<file path="config.mk">
export PLATFORM = sky130hd
export DESIGN_NAME = load_store_unit
export DESIGN_NICKNAME = d
export VERILOG_FILES = /design/src/rtl/load_store_unit_pkg.sv /design/src/rtl/load_store_unit_lane_align.sv /design/src/rtl/load_store_unit.sv
export SDC_FILE = /design/constraint.sdc
export NUM_CORES = 1
export LEC_CHECK = 0
export CAP_MARGIN = 40
export CORE_UTILIZATION = 41
export DETAILED_ROUTE_END_ITERATION = 16
export GPL_TIMING_DRIVEN = 0
export PLACE_DENSITY_LB_ADDON = 0.3
export SYNTH_ARGS = -nofsm -noshare
export SYNTH_HDL_FRONTEND = slang
export SYNTH_SLANG_ARGS = --single-unit
</file>
<file path="constraint.sdc">
create_clock -name clk -period 2.6 [get_ports clk]
set_input_delay 0.39 -clock clk [delete_from_list [all_inputs] [get_ports clk]]
set_output_delay 0.39 -clock clk [all_outputs]
set_load 0.01 [all_outputs]
</file>
<file path="src/rtl/load_store_unit_pkg.sv">
// Shared definitions for the load/store unit: op encodings, FSM states,
// default memory geometry and small decode helpers.
package load_store_unit_pkg;

   localparam int LSU_MEM_WORDS = 256;
   localparam int LSU_AW        = 8;

   typedef enum logic [2:0] {
      OP_LW  = 3'b000,
      OP_LH  = 3'b001,
      OP_LHU = 3'b010,
      OP_LB  = 3'b011,
      OP_LBU = 3'b100,
      OP_SW  = 3'b101,
      OP_SH  = 3'b110,
      OP_SB  = 3'b111
   } op_t;

   typedef enum logic [2:0] {
      ST_IDLE,
      ST_RD,
      ST_RD_WAIT,
      ST_RMW_RD,
      ST_RMW_WAIT,
      ST_WR,
      ST_FIN
   } state_t;

   function automatic logic is_store(input op_t o);
      return (o == OP_SW) || (o == OP_SH) || (o == OP_SB);
   endfunction

   // Word ops need a 4-byte aligned address, halfword ops a 2-byte aligned one.
   function automatic logic is_misaligned(input op_t o, input logic [1:0] off);
      logic mis;
      mis = 1'b0;
      case (o)
         OP_LW, OP_SW:          mis = (off != 2'b00);
         OP_LH, OP_LHU, OP_SH:  mis = off[0];
         default:               mis = 1'b0;
      endcase
      return mis;
   endfunction

endpackage

</file>
<file path="src/rtl/load_store_unit_lane_align.sv">
// Combinational lane logic: extracts and extends the addressed byte/half of a
// read word for loads, and merges new store data into a read word for SB/SH.
module load_store_unit_lane_align
   import load_store_unit_pkg::*;
(
   input  op_t         op,
   input  logic [1:0]  off,
   input  logic [31:0] rdata,
   input  logic [15:0] sdata,
   output logic [31:0] load_val,
   output logic [31:0] merge_val
);

   logic [7:0]  byte_sel;
   logic [15:0] half_sel;

   always_comb begin
      byte_sel = rdata[{off, 3'b000} +: 8];
      half_sel = off[1] ? rdata[31:16] : rdata[15:0];

      load_val = rdata;
      case (op)
         OP_LH:   load_val = {{16{half_sel[15]}}, half_sel};
         OP_LHU:  load_val = {16'h0000, half_sel};
         OP_LB:   load_val = {{24{byte_sel[7]}}, byte_sel};
         OP_LBU:  load_val = {24'h000000, byte_sel};
         default: load_val = rdata;
      endcase

      // Untouched lanes keep the value read back from memory.
      merge_val = rdata;
      case (op)
         OP_SB:   merge_val[{off, 3'b000} +: 8] = sdata[7:0];
         OP_SH:   merge_val[{off[1], 4'b0000} +: 16] = sdata;
         default: merge_val = rdata;
      endcase
   end

endmodule

</file>
<file path="src/rtl/load_store_unit.sv">
// Data-memory initiator: one load/store at a time, sub-word stores via
// read-modify-write, extended loads, fault on misalignment or out-of-range.
module load_store_unit
   import load_store_unit_pkg::*;
#(
   parameter int MEM_WORDS = LSU_MEM_WORDS,
   parameter int AW        = LSU_AW
)(
   input  logic        clk,
   input  logic        reset,
   input  logic        req,
   input  logic [2:0]  op,
   input  logic [31:0] byte_addr,
   input  logic [31:0] store_data,
   output logic        busy,
   output logic        done,
   output logic [31:0] load_data,
   output logic        fault,
   output logic        MemRead,
   output logic        MemWrite,
   output logic [31:0] Address,
   output logic [31:0] Write_data,
   input  logic [31:0] Read_data
);

   state_t      state;
   op_t         op_q;
   logic [1:0]  off_q;
   logic [15:0] sdata_q;

   op_t         req_op;
   logic        req_fault;
   logic [31:0] load_val;
   logic [31:0] merge_val;

   always_comb begin
      req_op    = op_t'(op);
      req_fault = is_misaligned(req_op, byte_addr[1:0]) ||
                  (byte_addr >= 32'(4 * MEM_WORDS));
   end

   load_store_unit_lane_align u_lane_align (
      .op        (op_q),
      .off       (off_q),
      .rdata     (Read_data),
      .sdata     (sdata_q),
      .load_val  (load_val),
      .merge_val (merge_val)
   );

   // All outputs are registered; done/fault/MemRead/MemWrite default to a
   // one-cycle pulse and are re-asserted only by the state being entered.
   always_ff @(posedge clk) begin
      if (reset) begin
         state      <= ST_IDLE;
         op_q       <= OP_LW;
         off_q      <= 2'b00;
         sdata_q    <= 16'h0000;
         busy       <= 1'b0;
         done       <= 1'b0;
         fault      <= 1'b0;
         load_data  <= 32'h0000_0000;
         MemRead    <= 1'b0;
         MemWrite   <= 1'b0;
         Address    <= 32'h0000_0000;
         Write_data <= 32'h0000_0000;
      end else begin
         done     <= 1'b0;
         fault    <= 1'b0;
         MemRead  <= 1'b0;
         MemWrite <= 1'b0;
         case (state)
            ST_IDLE: begin
               if (req && !busy) begin
                  op_q    <= req_op;
                  off_q   <= byte_addr[1:0];
                  sdata_q <= store_data[15:0];
                  if (req_fault) begin
                     state <= ST_FIN;
                     done  <= 1'b1;
                     fault <= 1'b1;
                     busy  <= 1'b0;
                  end else begin
                     busy    <= 1'b1;
                     Address <= 32'(byte_addr[AW+1:2]);
                     if (!is_store(req_op)) begin
                        state   <= ST_RD;
                        MemRead <= 1'b1;
                     end else if (req_op == OP_SW) begin
                        state      <= ST_WR;
                        MemWrite   <= 1'b1;
                        Write_data <= store_data;
                     end else begin
                        state   <= ST_RMW_RD;
                        MemRead <= 1'b1;
                     end
                  end
               end
            end
            ST_RD:       state <= ST_RD_WAIT;
            ST_RD_WAIT: begin
               load_data <= load_val;
               state     <= ST_FIN;
               done      <= 1'b1;
               busy      <= 1'b0;
            end
            ST_RMW_RD:   state <= ST_RMW_WAIT;
            ST_RMW_WAIT: begin
               Write_data <= merge_val;
               MemWrite   <= 1'b1;
               state      <= ST_WR;
            end
            ST_WR: begin
               state <= ST_FIN;
               done  <= 1'b1;
               busy  <= 1'b0;
            end
            ST_FIN:      state <= ST_IDLE;
            default:     state <= ST_IDLE;
         endcase
      end
   end

endmodule

</file>
Word level (Yosys, flattened, before mapping)
Index checks and enable logic that the tools add are counted.

Register bits after elaboration: 101. Input port bits: 102. Output and inout port bits: 101. Logic and storage cells: 91.

Add/sub/neg operators: 2. $lt $le $gt $ge: 1. Equality and inequality tests: 20. Shift operators: 5. Muxes and demuxes: 29. Bitwise operators: 3. Reduce and logical (&&, ||, !) cells: 19.

Operator list (count): $mux 32 (4); $pmux 32 s2 (2); $pmux 32 s4 (1); $bwmux 32 (2); $ge 32x11->1 const B (1); $shift 16x7->32 const A (1); $shift 8x7->32 const A (1); $shiftx 16x7->32 (1); $shiftx 32x6->8 (1); $shiftx 8x7->32 (1); $eq 3x3->1 const B (8); $mux 16 (1); $eq 3x2->1 const B (5); $pmux 3 s5 (1); $neg 5->7 (2); $mux 3 (4); $mux 1 (10); $eq 3x1->1 const B (3); $ne 2x2->1 const B (4); $pmux 1 s2 (4); $logic_not 3->1 (2); $reduce_bool 2->1 (3); $reduce_or 2->1 (3); $reduce_and 5->1 (1); 8 further kinds (13).

Logic depth before layout (Yosys ltp)
Depth after elaboration: 7. Mapped depth: 10. Mapped depth without buffers: 7.

Modules after synthesis
From an unflattened synthesis, not the netlist that was laid out.

Cell total of the unflattened synthesis: 755. Area, all modules: 6113.4 um^2.

Modules (own cells, without submodules): load_store_unit (times used 1, cells an instance 562, area an instance 4610.7 um^2, sequential area each 2021.9 um^2); load_store_unit_lane_align (times used 1, cells an instance 193, area an instance 1502.7 um^2, sequential area each 0.0 um^2).

Least setup slack after synthesis
No wires, ideal clock.

Kind: register to register. From: register off_q[1]. To: register Write_data[0]. Library setup time: 0.058 ns. Data arrival time: 2.433 ns. Data required time: 2.542 ns. Path slack: 0.109 ns. Cell stages (with the launch flop): 9. Buffers on the path: 1. Period minus slack after synthesis: 2.491 ns. Cells stage by stage: dfxtp_1 clkbuf_1 inv_1 ha_1 or3b_2 o22ai_1 a221oi_1 a211oi_1 a31o_2.

Longest elaborated chain between the ends: 5. Elaborated cells between the ends (all ways): 10. Those cells by class: add/sub (2); shift (4); mux (4).

RTL lines: start, declared (line load_store_unit.sv:28) `logic [1:0] off_q;`; start signal, assigned (line load_store_unit.sv:76) `off_q <= byte_addr[1:0];`; $neg 5->7 (on tied branches) (line load_store_unit_lane_align.sv:34, load_store_unit_lane_align.sv:33); $shiftx 16x7->32, or another cell as far along (line load_store_unit_lane_align.sv:34) `OP_SH: merge_val[{off[1], 4'b0000} +: 16] = sdata;`; $bwmux 32 (on tied branches) (line load_store_unit_lane_align.sv:34, load_store_unit_lane_align.sv:33); $pmux 32 s2 (*) (line load_store_unit_lane_align.sv:32) `case (op)`; $pmux 32 s2 (*) (line load_store_unit.sv:72) `case (state)`; end signal, assigned (line load_store_unit.sv:92) `Write_data <= store_data;`; end signal, assigned (line load_store_unit.sv:109) `Write_data <= merge_val;`; end, declared (line load_store_unit.sv:22) `output logic [31:0] Write_data,`.

Mark *: on every way between the ends. The rest lies on a longest branch, timed or not. A chain may end at the register's enable or synchronous reset.

Worst setup path in the final report
From: register off_q[1]. To: register Write_data[3].

Same word-level chain as after synthesis.

==> impl_metrics.py <==
metrics = {
    "synthesis": {
        "synthArstFlopShare_pct": 0,
        "synth-edff-count": 0,
        "ys_ff_latch": 101,
        "synth_area_leaders": "dfxtp_1 (36%), o21ai_0 (6.8%), nor2_1 (5.6%)",
        "seq_area_frac_synth_pct": 35.6,
        "ys_types": 65,
        "yosys.area.top_type_share_pct": 35.6,
        "synth_top_area_cell": "dfxtp_1",
        "synth_ff_type": "dfxtp_1",
        "syn_area_per_cell_um2": 8.08,
        "syn-cell-area_um2": 5680,
        "yosysWarnings": 0,
        "syn_inst": 703,
    },
    "timing": {
        "setup_viol": 0,
        "hold_ws_ps": 470,
        "rsz0062_at_grt": "no",
        "finClkSkew_ps": 6.54,
        "fin_setup_tns_ps": 0,
        "tightestPinTransition_ps": 765,
        "fin_crit_sh_pct": 96.1,
        "fmax_ghz": 0.400,
        "fin_crit_ps": 2500,
        "finalMaxSlewViolations": 0,
        "relSlewSlack_pct": 48.9,
        "hold_viol": 0,
    },
    "routing": {
        "drc": 0,
        "via_per_inst": 5.81,
        "dr.pass1.iters": 7,
        "drtIter0Drc": 732,
        "ant_nets": 0,
        "wire_per_inst_um": 18.6,
        "wirelength_mm": 20.4,
        "num_vias": 6370,
    },
    "setup_path": {
        "r2r-start": "off_q[1]",
        "worstPathArrival_ps": 2800,
        "cp-start-kind": "register",
        "criticalPathCategory": "register to register",
        "path_max_fanout": 10,
        "setup.worst_path.end_class": "register",
        "crit_start": "off_q[1]",
        "regToRegSetupSlack_ps": 100,
        "crit_required_ps": 2900,
    },
    "clocking": {
        "clock_sinks": 101,
        "insertion_delay_ps": 350,
        "cts_tree": "yes",
        "cts-root-buf": "clkbuf_16",
        "clkTransAtPathRegs_ps": 70,
        "cts_buffers": 9,
        "cts_buffer_depth": 2,
        "htreeDepth": 3,
    },
    "power": {
        "ir_worst_vdd_uv": 341,
        "power.density_nw_per_um2": 585,
        "p_leak_uw": 0.00295,
        "power_uw": 4740,
    },
    "global_routing": {
        "use_met1_pct": 40.1,
        "use_met2_pct": 42.7,
        "grt_use_total_pct": 28.1,
        "met3_usage_pct": 5.32,
        "grt_pass1_wl_mm": 31.1,
        "grt_max_degree": 18,
        "antenna_found_initial": 0,
        "grt_pass1_vias": 5638,
        "grt_overflow": 0,
        "grt_busiest_layer": "met2",
    },
    "layout": {
        "final_layout_size_suffix_gt1_share_pct": 9.12,
        "diodes": 0,
        "fill_cells": 1242,
        "syn_to_final_growth_pct": 42.6,
        "layout.nets": 1023,
        "layout_commonest_cell": "clkdlybuf4s50_1",
        "layout.cells.non_filler": 1097,
        "layout_common_cells": "clkdlybuf4s50_1 (177), dfxtp_1 (100), nor2_1 (84), o21ai_0 (77), a21oi_1 (61)",
    },
    "flow_run": {
        "maxCapViolations": 0,
    },
    "floorplan": {
        "initial_core_util_pct": 42.4,
        "core.rowCount": 42,
        "core-area_um2": 13400,
        "die-area_um2": 14300,
        "die_h_um": 120,
        "pin_count": 203,
        "die_w_um": 120,
    },
    "placement": {
        "place.gp.congestion": 0.957,
        "io_buffers": 177,
        "hpwlAfterDp_mm": 15.7,
        "dp.cells": 1079,
    },
    "hold_path": {
        "min_path_type": "register to register",
        "hp-start": "Write_data[30]",
    },
    "run_status": {
        "status": "finished, final reports clean",
    },
}
## per-layer routing
layer,vias up,share of wire [%]
met2,399,44
met5,-,0
met1,2915,44
met4,0,2.3
met3,41,11
li1,3015,-
## cells in the mapped netlist, drive strengths merged (6+ instances only)
| master | n |
|---|---|
| nor3 | 6 |
| o31ai | 11 |
| dfxtp | 101 |
| nand2 | 20 |
| clkbuf | 47 |
| inv | 9 |
| o22ai | 9 |
| o41ai | 8 |
| a211oi | 16 |
| a221oi | 25 |
| a22oi | 8 |
| mux2i | 28 |
| nor2b | 8 |
| a31o | 6 |
| a21oi | 62 |
| nor4 | 11 |
| nand4 | 18 |
| nand3 | 21 |
| nor2 | 84 |
| a31oi | 13 |
| buf | 42 |
| mux2 | 8 |
| o21ai | 78 |
## repair_timing
item,in CTS,in global routing
setup endpoints to repair,25,24
endpoints found under the hold margin,0,0
pin swaps,0,2
resized for setup,3,9
hold buffers,0,0
buffers inserted,0,3
## registers in the layout, indices dropped and copies added, names as in the netlist
register and flops:
busy 1, load_data 32, MemRead 1, fault 1, sdata_q 16, MemWrite 1
done 1, off_q 2, Write_data 32, state 3, op_q 3, Address 8
## cell families after synthesis
logic type / share of synthesized area (%)
AO/OA/AOI/OAI: 30.4
XOR/XNOR: 0.463
adder cells (fa/ha/maj): 1.28
buffers and inverters: 8.46
flip-flops: 35.6
multiplexers: 6.92
other: 0.0660
AND/OR/NAND/NOR: 16.8
## critical path, cell delays in order, from the launching register on
cell and delay (ps):
dfxtp_1 420, buf_4 230, clkinvlp_4 140, ha_1 360
or3b_2 510, o22ai_4 220, a221oi_1 180, a211oi_2 250
a31o_1 130
## where the power goes
group          switching (µW)  total [µW]  internal (µW)
clock network             643        1330            687
registers                 124        1850           1730
logic                     830        1560            726
## area by class of cell
class / instances / area, µm² / area share, %
Tap cell: 176 / 220 / 2.72
Timing Repair Buffer: 180 / 1790 / 22.1
Clock buffer: 11 / 243 / 3.00
Inverter: 10 / 41.3 / 0.510
Buffer: 88 / 444 / 5.48
Sequential cell: 101 / 2020 / 25.0
Clock inverter: 5 / 42.5 / 0.525
Multi-Input combinational cell: 526 / 3290 / 40.6
## per-stage QoR
stage	instance area, µm²	utilization, %	setup slack [ps]
2_1_floorplan	5770	-	109
3_3_place_gp	7760	57.9	-413
3_5_place_dp	7760	57.9	-463
4_1_cts	8060	60.1	1.82
5_1_grt	8100	60.5	9.11
6_report	8100	60.5	102
## worst paths after layout
check / to / depth (start not counted)
setup reg to reg: Write_data[3] / 8
hold / removal: Write_data[30] / 2
hold reg to reg: Write_data[30] / 2
setup / recovery: Write_data[3] / 8
Note: power is estimated with default switching activity, not from simulation.
